File: config.mk
export PLATFORM = sky130hd
export DESIGN_NAME = sid_pot_sched
export DESIGN_NICKNAME = d
export VERILOG_FILES = /design/src/rtl/sid_pot_sched.sv
export SDC_FILE = /design/constraint.sdc
export NUM_CORES = 1
export LEC_CHECK = 0
export BUFFER_PORTS_ARGS = -buffer_cell sky130_fd_sc_hd__buf_2
export CAP_MARGIN = 25
export CELL_PAD_IN_SITES_DETAIL_PLACEMENT = 1
export CELL_PAD_IN_SITES_GLOBAL_PLACEMENT = 1
export CORE_MARGIN = 8
export CORE_UTILIZATION = 30
export CTS_CLUSTER_SIZE = 30
export DETAILED_ROUTE_END_ITERATION = 6
export PLACE_DENSITY = 0.69
export SLEW_MARGIN = 5
export SYNTH_ARGS = -nofsm -noshare
export SYNTH_HDL_FRONTEND = slang
export SYNTH_SLANG_ARGS = --single-unit
File: constraint.sdc
create_clock -name clk -period 1.6 [get_ports clk]
set_input_delay 0.16 -clock clk [delete_from_list [all_inputs] [get_ports clk]]
set_output_delay 0.16 -clock clk [all_outputs]
set_load 0.005 [all_outputs]
File: src/rtl/sid_pot_sched.sv
// Round-robin scheduler sharing the SID POTX/POTY measurement pair between paddle ports.
// Switches the analog mux at discharge start, drops settling rounds, latches per-port X/Y.
package sid;
  localparam int unsigned PHASE_W   = 2;
  localparam int unsigned PHI1_PHI2 = 0;
  localparam int unsigned PHI2_PHI1 = 1;

  typedef logic [PHASE_W-1:0] phase_t;

  typedef struct packed {
    logic [1:0][7:0] xy;
  } pot_reg_t;
endpackage

module sid_pot_sched #(
  parameter int unsigned NPORTS        = 2,
  parameter int unsigned SETTLE_ROUNDS = 1
) (
  input  logic                 clk,
  input  logic                 rst,
  input  sid::phase_t          phase,
  input  logic                 discharge,
  input  sid::pot_reg_t        pot_reg,
  input  logic [NPORTS-1:0]    port_en,
  output logic [NPORTS-1:0]    port_sel,
  output logic [NPORTS*16-1:0] result,
  output logic [NPORTS-1:0]    valid,
  output logic                 upd,
  output logic [1:0]           upd_port
);
  localparam int unsigned SEL_W     = (NPORTS > 1) ? $clog2(NPORTS) : 1;
  localparam logic [1:0]  SETTLE_LD = 2'(SETTLE_ROUNDS);

  typedef enum logic [1:0] {SYNC, SETTLE, MEASURE} state_t;

  state_t            state, state_n;
  logic [SEL_W-1:0]  sel, sel_n, nxt;
  logic [1:0]        settle_cnt, settle_cnt_n;
  logic [NPORTS-1:0] port_sel_n, valid_n;
  logic              disch_d, tick, boundary, cap;
  logic              phase_unused;

  assign tick         = phase[sid::PHI2_PHI1];
  assign boundary     = tick & discharge & ~disch_d;
  assign phase_unused = ^phase;

  function automatic logic [NPORTS-1:0] onehot(input logic [SEL_W-1:0] idx);
    return NPORTS'(1) << idx;
  endfunction

  function automatic logic [SEL_W-1:0] lowest_en(input logic [NPORTS-1:0] en);
    lowest_en = '0;
    for (int i = int'(NPORTS) - 1; i >= 0; i--)
      if (en[i]) lowest_en = SEL_W'(i);
  endfunction

  // First enabled port after cur, wrapping; returns cur when it is the only candidate.
  function automatic logic [SEL_W-1:0] next_en(input logic [NPORTS-1:0] en,
                                               input logic [SEL_W-1:0]  cur);
    int unsigned idx;
    next_en = cur;
    for (int off = int'(NPORTS); off >= 1; off--) begin
      idx = (32'(cur) + 32'(off)) % NPORTS;
      if (en[idx]) next_en = SEL_W'(idx);
    end
  endfunction

  assign nxt = next_en(port_en, sel);

  // Scheduling decisions, evaluated only at discharge boundaries.
  always_comb begin
    state_n      = state;
    sel_n        = sel;
    settle_cnt_n = settle_cnt;
    port_sel_n   = port_sel;
    cap          = 1'b0;
    if (boundary) begin
      unique case (state)
        SYNC: begin
          if (|port_en) begin
            sel_n        = lowest_en(port_en);
            port_sel_n   = onehot(sel_n);
            settle_cnt_n = SETTLE_LD;
            state_n      = (SETTLE_ROUNDS > 0) ? SETTLE : MEASURE;
          end
        end
        SETTLE: begin
          settle_cnt_n = settle_cnt - 2'd1;
          if (settle_cnt_n == 2'd0) state_n = MEASURE;
        end
        MEASURE: begin
          cap = port_en[sel];
          if (port_en == '0) begin
            port_sel_n = '0;
            state_n    = SYNC;
          end else if (nxt != sel) begin
            sel_n        = nxt;
            port_sel_n   = onehot(nxt);
            settle_cnt_n = SETTLE_LD;
            state_n      = (SETTLE_ROUNDS > 0) ? SETTLE : MEASURE;
          end
        end
        default: state_n = SYNC;
      endcase
    end
    valid_n = (valid & port_en) | (cap ? onehot(sel) : '0);
  end

  always_ff @(posedge clk) begin
    if (rst) begin
      state      <= SYNC;
      sel        <= '0;
      settle_cnt <= '0;
      port_sel   <= '0;
      result     <= '0;
      valid      <= '0;
      upd        <= 1'b0;
      upd_port   <= '0;
      disch_d    <= 1'b1;
    end else begin
      valid <= valid_n;
      upd   <= cap;
      if (tick) begin
        state      <= state_n;
        sel        <= sel_n;
        settle_cnt <= settle_cnt_n;
        port_sel   <= port_sel_n;
        disch_d    <= discharge;
      end
      if (cap) begin
        upd_port <= 2'(sel);
        for (int p = 0; p < int'(NPORTS); p++)
          if (sel == SEL_W'(p)) result[16*p +: 16] <= pot_reg;
      end
    end
  end
endmodule

==> results.sh, run 1 <==
export IMPL_portBuffers=59
export IMPL_die_x_um=92.69
export IMPL_critical_path_max_fanout=13
export IMPL_power_density_nw_per_um2=851.9
export IMPL_yosysTopAreaCellShare_pct=49.93
export IMPL_hold_viol=0
export IMPL_finClkSkew_ns=0.007726
export IMPL_layout_commonest_cell="nand2_1"
export IMPL_drt_total_wl_mm=4.865
export IMPL_status="completed"
export IMPL_overflow=0
export IMPL_routed_via_density=4.646
export IMPL_grt_setup_unrepaired="no"
export IMPL_clk_pin_slew_ns=0.08
export IMPL_cts_hold_buf=0
export IMPL_final_max_slew_violation_count=0
export IMPL_cts_htree_levels=2
export IMPL_period_share_pct=92.79
export IMPL_vias=1612
export IMPL_netlist_area_um2=1764
export IMPL_setup_tns_ns=0
export IMPL_final_nets=295
export IMPL_cp_start_kind="flip-flop"
export IMPL_ir_drop_uv=243.5
export IMPL_clk_root_buffer_cell="clkbuf_8"
export IMPL_ant_nets=0
export IMPL_crit_path_end_kind="flip-flop"
export IMPL_initial_core_util_pct=30.34
export IMPL_gp_routability_congestion=0.6999
export IMPL_critical_path_class="flip-flop to flip-flop"
export IMPL_mostFrequentLayoutCells="nand2_1, buf_2, dfxtp_1, a21oi_1, buf_4"
export IMPL_yosysTopAreaCell="dfxtp_1"
export IMPL_grt_antenna_before_repair=0
export IMPL_clock_sinks=44
export IMPL_cts_resized=0
export IMPL_maxCapViolCount=0
export IMPL_rows=28
export IMPL_finalCriticalPeriod_ns=1.485
export IMPL_grt_max_degree=25
export IMPL_track_usage_pct=11.56
export IMPL_required_ns=1.76
export IMPL_die_area_um2=8591
export IMPL_synth_avg_cell_area_um2=8.322
export IMPL_hp_class="input pin to flip-flop"
export IMPL_numCtsBuffers=5
export IMPL_drive_gt1_share_pct=30.15
export IMPL_grt_pass1_vias=1685
export IMPL_synth_cells=212
export IMPL_power_mw=1.911
export IMPL_cts_setup_buffers=0
export IMPL_post_dp_hpwl_mm=3.615
export IMPL_synthTopCellsByArea="dfxtp_1, nand2_1, a21oi_1, buf_6, nand2b_1"
export IMPL_pin_count=62
export IMPL_dr_pass1_iters=4
export IMPL_drt_iter0_markers=46
export IMPL_grt_pass1_wl_mm=8.086
export IMPL_die_y_um=92.69
export IMPL_ys_types=36
export IMPL_core_um2=5816
export IMPL_fillers=741
export IMPL_antennaDiodeCount=0
export IMPL_drc=0
export IMPL_synth_fp_nets=236
export IMPL_synth_seq_area_share_pct=49.93
export IMPL_synth_warnings=0
export IMPL_area_growth_pct=27.16
export IMPL_max_freq_mhz=673.6
export IMPL_setup_viol=0
export IMPL_yosys_register_bits=44
export IMPL_cts_tree="done"
export IMPL_p_leak_nw=0.9257
export IMPL_clockBufferDepth=2
export IMPL_worstPathArrival_ns=1.65
export IMPL_clock_latency_ns=0.29
export IMPL_wire_per_inst_um=14.02
==> worst max-delay path: stages, from the launching register on <==
cell and delay [ns]:
dfxtp_1 0.32, nand3b_4 0.21, or3_1 0.42, buf_4 0.21
a21oi_2 0.14, nor2_1 0.05
==> routing by layer <==
| metal | routed length [um] | GRT usage [%] |
|---|---|---|
| met1 | 2037 | 12.29 |
| met2 | 2450 | 20.86 |
| met3 | 304 | 3.317 |
| met4 | 74 | 4.832 |
| met5 | 0 | 0 |
==> logic make-up (layout without fill, tap and decap cells) <==
kind of cell | after synthesis | after routing | share of synthesized area (%)
AO/OA/AOI/OAI | 53 | 53 | 16.74
adder cells (fa/ha/maj) | 1 | 1 | 0.7091
other | 1 | 1 | 0.2126
AND/OR/NAND/NOR | 93 | 93 | 25.53
flip-flops | 44 | 44 | 49.93
multiplexers | 2 | 2 | 1.135
buffers and inverters | 18 | 78 | 5.745
==> sequential cells by signal, summed over array words and instances, names as in the netlist <==
signal and cells:
settle_cnt 2, port_sel 2, upd_port 1, valid 2, upd 1, state 2, disch_d 1, result 32
sel 1
==> report_power, final <==
group / total, mW / switching, mW / internal (mW) / leakage, nW
combinational: 0.0995 / 0.0560 / 0.0436 / 0.525
clock: 0.708 / 0.355 / 0.352 / 0.0455
sequential: 1.10 / 0.00480 / 1.10 / 0.355
total: 1.91 / 0.416 / 1.49 / 0.926
==> synth_stat cells <==
cell type,count
nor3b_1,2
buf_2,6
nor3_2,1
nand4b_1,1
buf_6,3
a2111oi_0,1
nor3_4,1
o31ai_1,1
or3b_2,1
and2b_1,1
o211ai_1,1
conb_1,1
nor2_1,3
a211oi_1,1
o22ai_1,1
ha_1,1
dfxtp_1,44
nand3b_1,2
nand3b_4,1
o21bai_1,1
a21oi_2,1
and4bb_2,1
or3_1,2
a221oi_1,1
clkbuf_1,6
inv_1,2
a211o_1,1
o2bb2ai_1,1
a21oi_1,40
mux2i_1,2
o21ai_0,3
nand2b_4,1
buf_4,1
nand2b_1,5
nand2_1,70
nand3_1,1
==> stage by stage <==
stage	cells	hold slack [ns]	cell area (um^2)	util [%]	setup WS, ns
3_5_place_dp	339	0.4208	2152	37.01	0.1173
6_report	347	0.1148	2243	38.58	0.1154
4_1_cts	347	0.1058	2242	38.55	0.1053
5_1_grt	347	0.1109	2243	38.58	0.01954
2_1_floorplan	212	0.2778	1764	-	0.1432
3_3_place_gp	339	0.4160	2152	37.01	0.1434
==> layout make-up <==
cell class	instances	area (um^2)	share of cell area, %
clock buffers	8	90.09	4.016
inverters	2	7.507	0.3346
multi-input cells	150	782.0	34.86
flip-flops and latches	44	882.1	39.32
well taps	75	93.84	4.183
repair buffers	68	387.9	17.29
==> path summary, 6_finish.rpt <==
path / from / end / slack, ns / cells past startpoint
worst max-delay path: disch_d / upd_port[0] / 0.12 / 5
worst min-delay path: pot_reg[7] / result[23] / 0.11 / 3
worst max register to register: disch_d / upd_port[0] / 0.12 / 5
worst min register to register: result[17] / result[17] / 0.46 / 2
No activity file was read; power rests on OpenSTA's default activity.
==> run 2, diff against run 1 <==
--- a/config.mk
+++ b/config.mk
@@ -11,2 +11,3 @@
 export CELL_PAD_IN_SITES_GLOBAL_PLACEMENT = 1
+export CORE_ASPECT_RATIO = 0.6
 export CORE_MARGIN = 8
--- a/constraint.sdc
+++ b/constraint.sdc
@@ -3,2 +3,2 @@
 set_output_delay 0.16 -clock clk [all_outputs]
-set_load 0.005 [all_outputs]
+set_load 0.01 [all_outputs]
==> results.sh, run 2 (synthesis gave the netlist of run 1 again) <==
export IMPL_finalCriticalPeriod_ns=1.483
export IMPL_antennaDiodeCount=0
export IMPL_final_max_slew_violation_count=0
export IMPL_crit_path_end_kind="flip-flop"
export IMPL_reg2reg_depth=5
export IMPL_dr_pass1_iters=4
export IMPL_worstPathArrival_ns=1.66
export IMPL_cts_setup_buffers=0
export IMPL_dp_cells=344
export IMPL_setup_viol=0
export IMPL_drt_total_wl_mm=5.249
export IMPL_overflow=0
export IMPL_clockBufferDepth=2
export IMPL_clk_pin_slew_ns=0.09
export IMPL_tightest_slew_ns=0.5849
export IMPL_rows=21
export IMPL_track_usage_pct=12.18
export IMPL_cts_tree="done"
export IMPL_layout_commonest_cell="nand2_1"
export IMPL_maxCapViolCount=0
export IMPL_grt_pass1_vias=1604
export IMPL_critical_path_class="flip-flop to flip-flop"
export IMPL_period_share_pct=92.71
export IMPL_post_dp_hpwl_mm=3.891
export IMPL_hold_depth=3
export IMPL_clock_sinks=44
export IMPL_seqCellArea_um2=880.8
export IMPL_grt_setup_unrepaired="no"
export IMPL_max_freq_mhz=674.1
export IMPL_multi_input_area_um2=782.0
export IMPL_p_leak_nw=0.9209
export IMPL_die_x_um=115
export IMPL_hp_class="input pin to flip-flop"
export IMPL_fin_cells=352
export IMPL_pin_count=62
export IMPL_clock_latency_ns=0.30
export IMPL_cts_htree_levels=2
export IMPL_finClkSkew_ns=0.007154
export IMPL_drc=0
export IMPL_fin_hold_ws_ns=0.1017
export IMPL_grt_max_degree=32
export IMPL_critical_path_max_fanout=18
export IMPL_cp_start_kind="flip-flop"
export IMPL_clk_root_buffer_cell="clkbuf_8"
export IMPL_grt_antenna_before_repair=0
export IMPL_wire_per_inst_um=14.91
export IMPL_power_density_nw_per_um2=867.2
export IMPL_routed_via_density=4.619
export IMPL_cts_resized=0
export IMPL_ir_drop_uv=268.9
export IMPL_cts_hold_buf=0
export IMPL_slew_limit_headroom_pct=61.01
export IMPL_core_um2=5623
export IMPL_setup_tns_ns=0
export IMPL_largest_register_ffs=32
export IMPL_drt_iter0_markers=73
export IMPL_hold_viol=0
export IMPL_die_area_um2=8671
export IMPL_status="completed"
export IMPL_gp_routability_congestion=0.7419
export IMPL_ant_nets=0
export IMPL_area_growth_pct=26.95
export IMPL_numCtsBuffers=5
export IMPL_mostFrequentLayoutCells="nand2_1, buf_2, dfxtp_1, a21oi_1, buf_4"
export IMPL_portBuffers=59
export IMPL_die_y_um=75.40
export IMPL_required_ns=1.78
export IMPL_vias=1626
export IMPL_drive_gt1_share_pct=30.15
export IMPL_final_nets=295
export IMPL_grt_pass1_wl_mm=8.238
export IMPL_fillers=701
export IMPL_initial_core_util_pct=31.38
export IMPL_largest_register="result"
-- run 2: changes by cell type in the layout (fill, tap and decap cells not counted), sizes merged --
cell      delta
clkinvlp     +1
clkbuf       -1
-- run 2: worst max-delay path, stage by stage, from the launching register on --
cell and delay (ns):
dfxtp_1 0.48, nand2b_4 0.12, or3_1 0.35, buf_4 0.21, a21oi_2 0.15, nor2_1 0.04
-- run 2: where the power goes --
group | switching (mW) | total, mW | internal [mW]
clock network | 0.389 | 0.740 | 0.351
registers | 0.00481 | 1.10 | 1.10
logic | 0.0580 | 0.0983 | 0.0403
-- run 2: layout make-up --
cell class	instances	area share, %
timing repair buffer	68	16.76
multi-input combinational	150	34.92
clock inverter	1	0.3352
clock buffer	7	3.855
inverter	2	0.3352
sequential	44	39.33
tap	80	4.469
-- run 2: per-layer routing --
layer | up-vias | share of wire, % | track usage, %
met5 | - | 0 | 0
met3 | 8 | 7.6 | 4.430
met2 | 41 | 42 | 18.69
li1 | 825 | - | -
met4 | 0 | 1.0 | 3.902
met1 | 752 | 49 | 15.63
-- run 2: worst paths after layout --
kind	startpoint	endpoint	slack, ns
worst max register to register	state[1]	upd_port[0]	0.12
worst min-delay path	pot_reg[13]	result[29]	0.10
worst max-delay path	state[1]	upd_port[0]	0.12
worst min register to register	result[28]	result[28]	0.46
-- run 2: through the flow --
stage / setup WS, ns / area, um^2 / utilization [%] / power (mW)
final: 0.1166 / 2240 / 39.83 / 1.942
after floorplan: 0.1432 / 1764 / - / 1.182
after global placement: 0.1544 / 2146 / 38.16 / 1.228
after CTS: 0.1073 / 2240 / 39.83 / 1.969
after detailed placement: 0.1194 / 2146 / 38.16 / 1.228
after global routing: 0.005014 / 2240 / 39.83 / 2.034
==> run 3, diff against run 2 <==
HOLD_SLACK_MARGIN = 0.15   (was unset)
clock period = 1.9 ns   (was 1.6 ns; I/O delays follow)
==> results.sh, run 3 (synthesis gave the netlist of run 1 again) <==
export IMPL_regToRegStartpoint="state[1]"
export IMPL_place_ws_ns=0.3017
export IMPL_setup_ws_ns=0.2525
export IMPL_mostFrequentLayoutCells="nand2_1, buf_2, dfxtp_1, a21oi_1, dlygate4sd3_1"
export IMPL_routed_via_density=4.549
export IMPL_cts_htree_levels=2
export IMPL_place_area_um2=2126
export IMPL_area_growth_pct=35.39
export IMPL_layout_commonest_cell="nand2_1"
export IMPL_reg2reg_depth=5
export IMPL_rrSetupSlack_ns=0.28
export IMPL_wire_per_inst_um=14.32
export IMPL_portBuffers=59
export IMPL_fin_cells=368
export IMPL_clock_sinks=44
export IMPL_core_um2=5623
export IMPL_dr_pass1_iters=4
export IMPL_p_leak_nw=0.9797
export IMPL_tightest_slew_ns=0.5647
export IMPL_crit_path_end_kind="flip-flop"
export IMPL_clk_pin_slew_ns=0.09
export IMPL_drive_gt1_share_pct=28.47
export IMPL_setup_viol=0
export IMPL_final_nets=311
export IMPL_status="completed"
export IMPL_cp_start_kind="input pin"
export IMPL_period_share_pct=86.71
export IMPL_ant_nets=0
export IMPL_final_max_slew_violation_count=0
export IMPL_track_usage_pct=12.36
export IMPL_setup_tns_ns=0
export IMPL_clockBufferDepth=2
export IMPL_drt_iter0_markers=76
export IMPL_die_y_um=75.40
export IMPL_clk_root_buffer_cell="clkbuf_8"
export IMPL_fin_area_um2=2389
export IMPL_largest_register="result"
export IMPL_grt_pass1_vias=1693
export IMPL_required_ns=2.08
export IMPL_largest_register_ffs=32
export IMPL_die_area_um2=8671
export IMPL_cts_tree="done"
export IMPL_die_x_um=115
export IMPL_rr_endpoint="upd_port[0]"
export IMPL_drt_total_wl_mm=5.269
export IMPL_clock_latency_ns=0.31
export IMPL_maxCapViolCount=0
export IMPL_initial_core_util_pct=31.38
export IMPL_vias=1674
export IMPL_finalCriticalPeriod_ns=1.647
export IMPL_rows=21
export IMPL_grt_antenna_before_repair=0
export IMPL_hp_class="input pin to flip-flop"
export IMPL_power_mw=1.668
export IMPL_grt_max_degree=32
export IMPL_dp_cells=343
export IMPL_worstPathArrival_ns=1.82
export IMPL_antennaDiodeCount=0
export IMPL_slew_limit_headroom_pct=62.36
export IMPL_critical_path_class="input pin to flip-flop"
export IMPL_fillers=699
export IMPL_pin_count=62
export IMPL_power_density_nw_per_um2=698.1
export IMPL_hold_viol=0
export IMPL_ir_drop_uv=269.4
export IMPL_worstSetupStartpoint="discharge"
export IMPL_gp_routability_congestion=0.7259
export IMPL_endpoint="upd_port[0]"
export IMPL_max_freq_mhz=607.0
export IMPL_post_dp_hpwl_mm=3.728
export IMPL_numCtsBuffers=5
export IMPL_grt_setup_unrepaired="no"
export IMPL_finClkSkew_ns=0.008345
export IMPL_critical_path_max_fanout=18
export IMPL_drc=0
export IMPL_overflow=0
export IMPL_grt_pass1_wl_mm=8.500
## run 3: changes by cell type in the layout (fill, tap and decap cells not counted)
cell / delta
dlygate4sd3_1: +17
buf_12: -1
clkbuf_1: -1
clkbuf_8: -1
clkinv_4: +1
clkinvlp_4: +1
## run 3: repair_timing
item / in CTS / in global routing
setup buffers: 0 / 0
hold buffers: 17 / 0
endpoints found under the hold margin: 32 / 0
gates resized for setup: 0 / 0
## run 3: worst min path at each step
stage	start	end	slack, ns	cells past startpoint
floorplan	discharge	disch_d	0.31	1
global placement	result[1]	result[1]	0.44	2
detailed placement	result[29]	result[29]	0.45	2
CTS	phase[1]	disch_d	0.16	2
global route	phase[1]	disch_d	0.16	2
finish	phase[1]	disch_d	0.17	2
## run 3: cell type report
cell class	instances	area, um^2	share of cell area, %
clock inverters	3	23.77	0.9953
clock buffers	5	68.82	2.881
inverters	2	7.507	0.3143
multi-input cells	150	782.0	32.74
flip-flops and latches	44	880.8	36.88
well taps	80	100.1	4.191
repair buffers	84	525.5	22.00
## run 3: critical path: stages
cell	delay (ns)
dlygate4sd3_1	0.52
buf_2	0.14
nand3b_4	0.15
or3_1	0.40
buf_4	0.22
a21oi_2	0.14
nor2_1	0.05
## run 3: report_power, final
group / internal [mW] / leakage, nW / switching, mW
registers: 0.926 / 0.355 / 0.00454
logic: 0.0561 / 0.585 / 0.0521
clock network: 0.261 / 0.0404 / 0.368
## run 3: metal layers
metal / vias to the layer above / global-route usage (%) / share of wire, %
met4: 0 / 3.613 / 0.97
met2: 41 / 19.07 / 42
met3: 8 / 4.905 / 8.0
met5: - / 0 / 0
li1: 852 / - / -
met1: 773 / 15.65 / 49
## run 3: metrics by stage
stage	utilization, %	hold slack (ns)
after floorplan	-	0.3078
after global placement	37.81	0.4398
after detailed placement	37.81	0.4465
after CTS	42.48	0.1600
after global routing	42.48	0.1625
final	42.48	0.1669
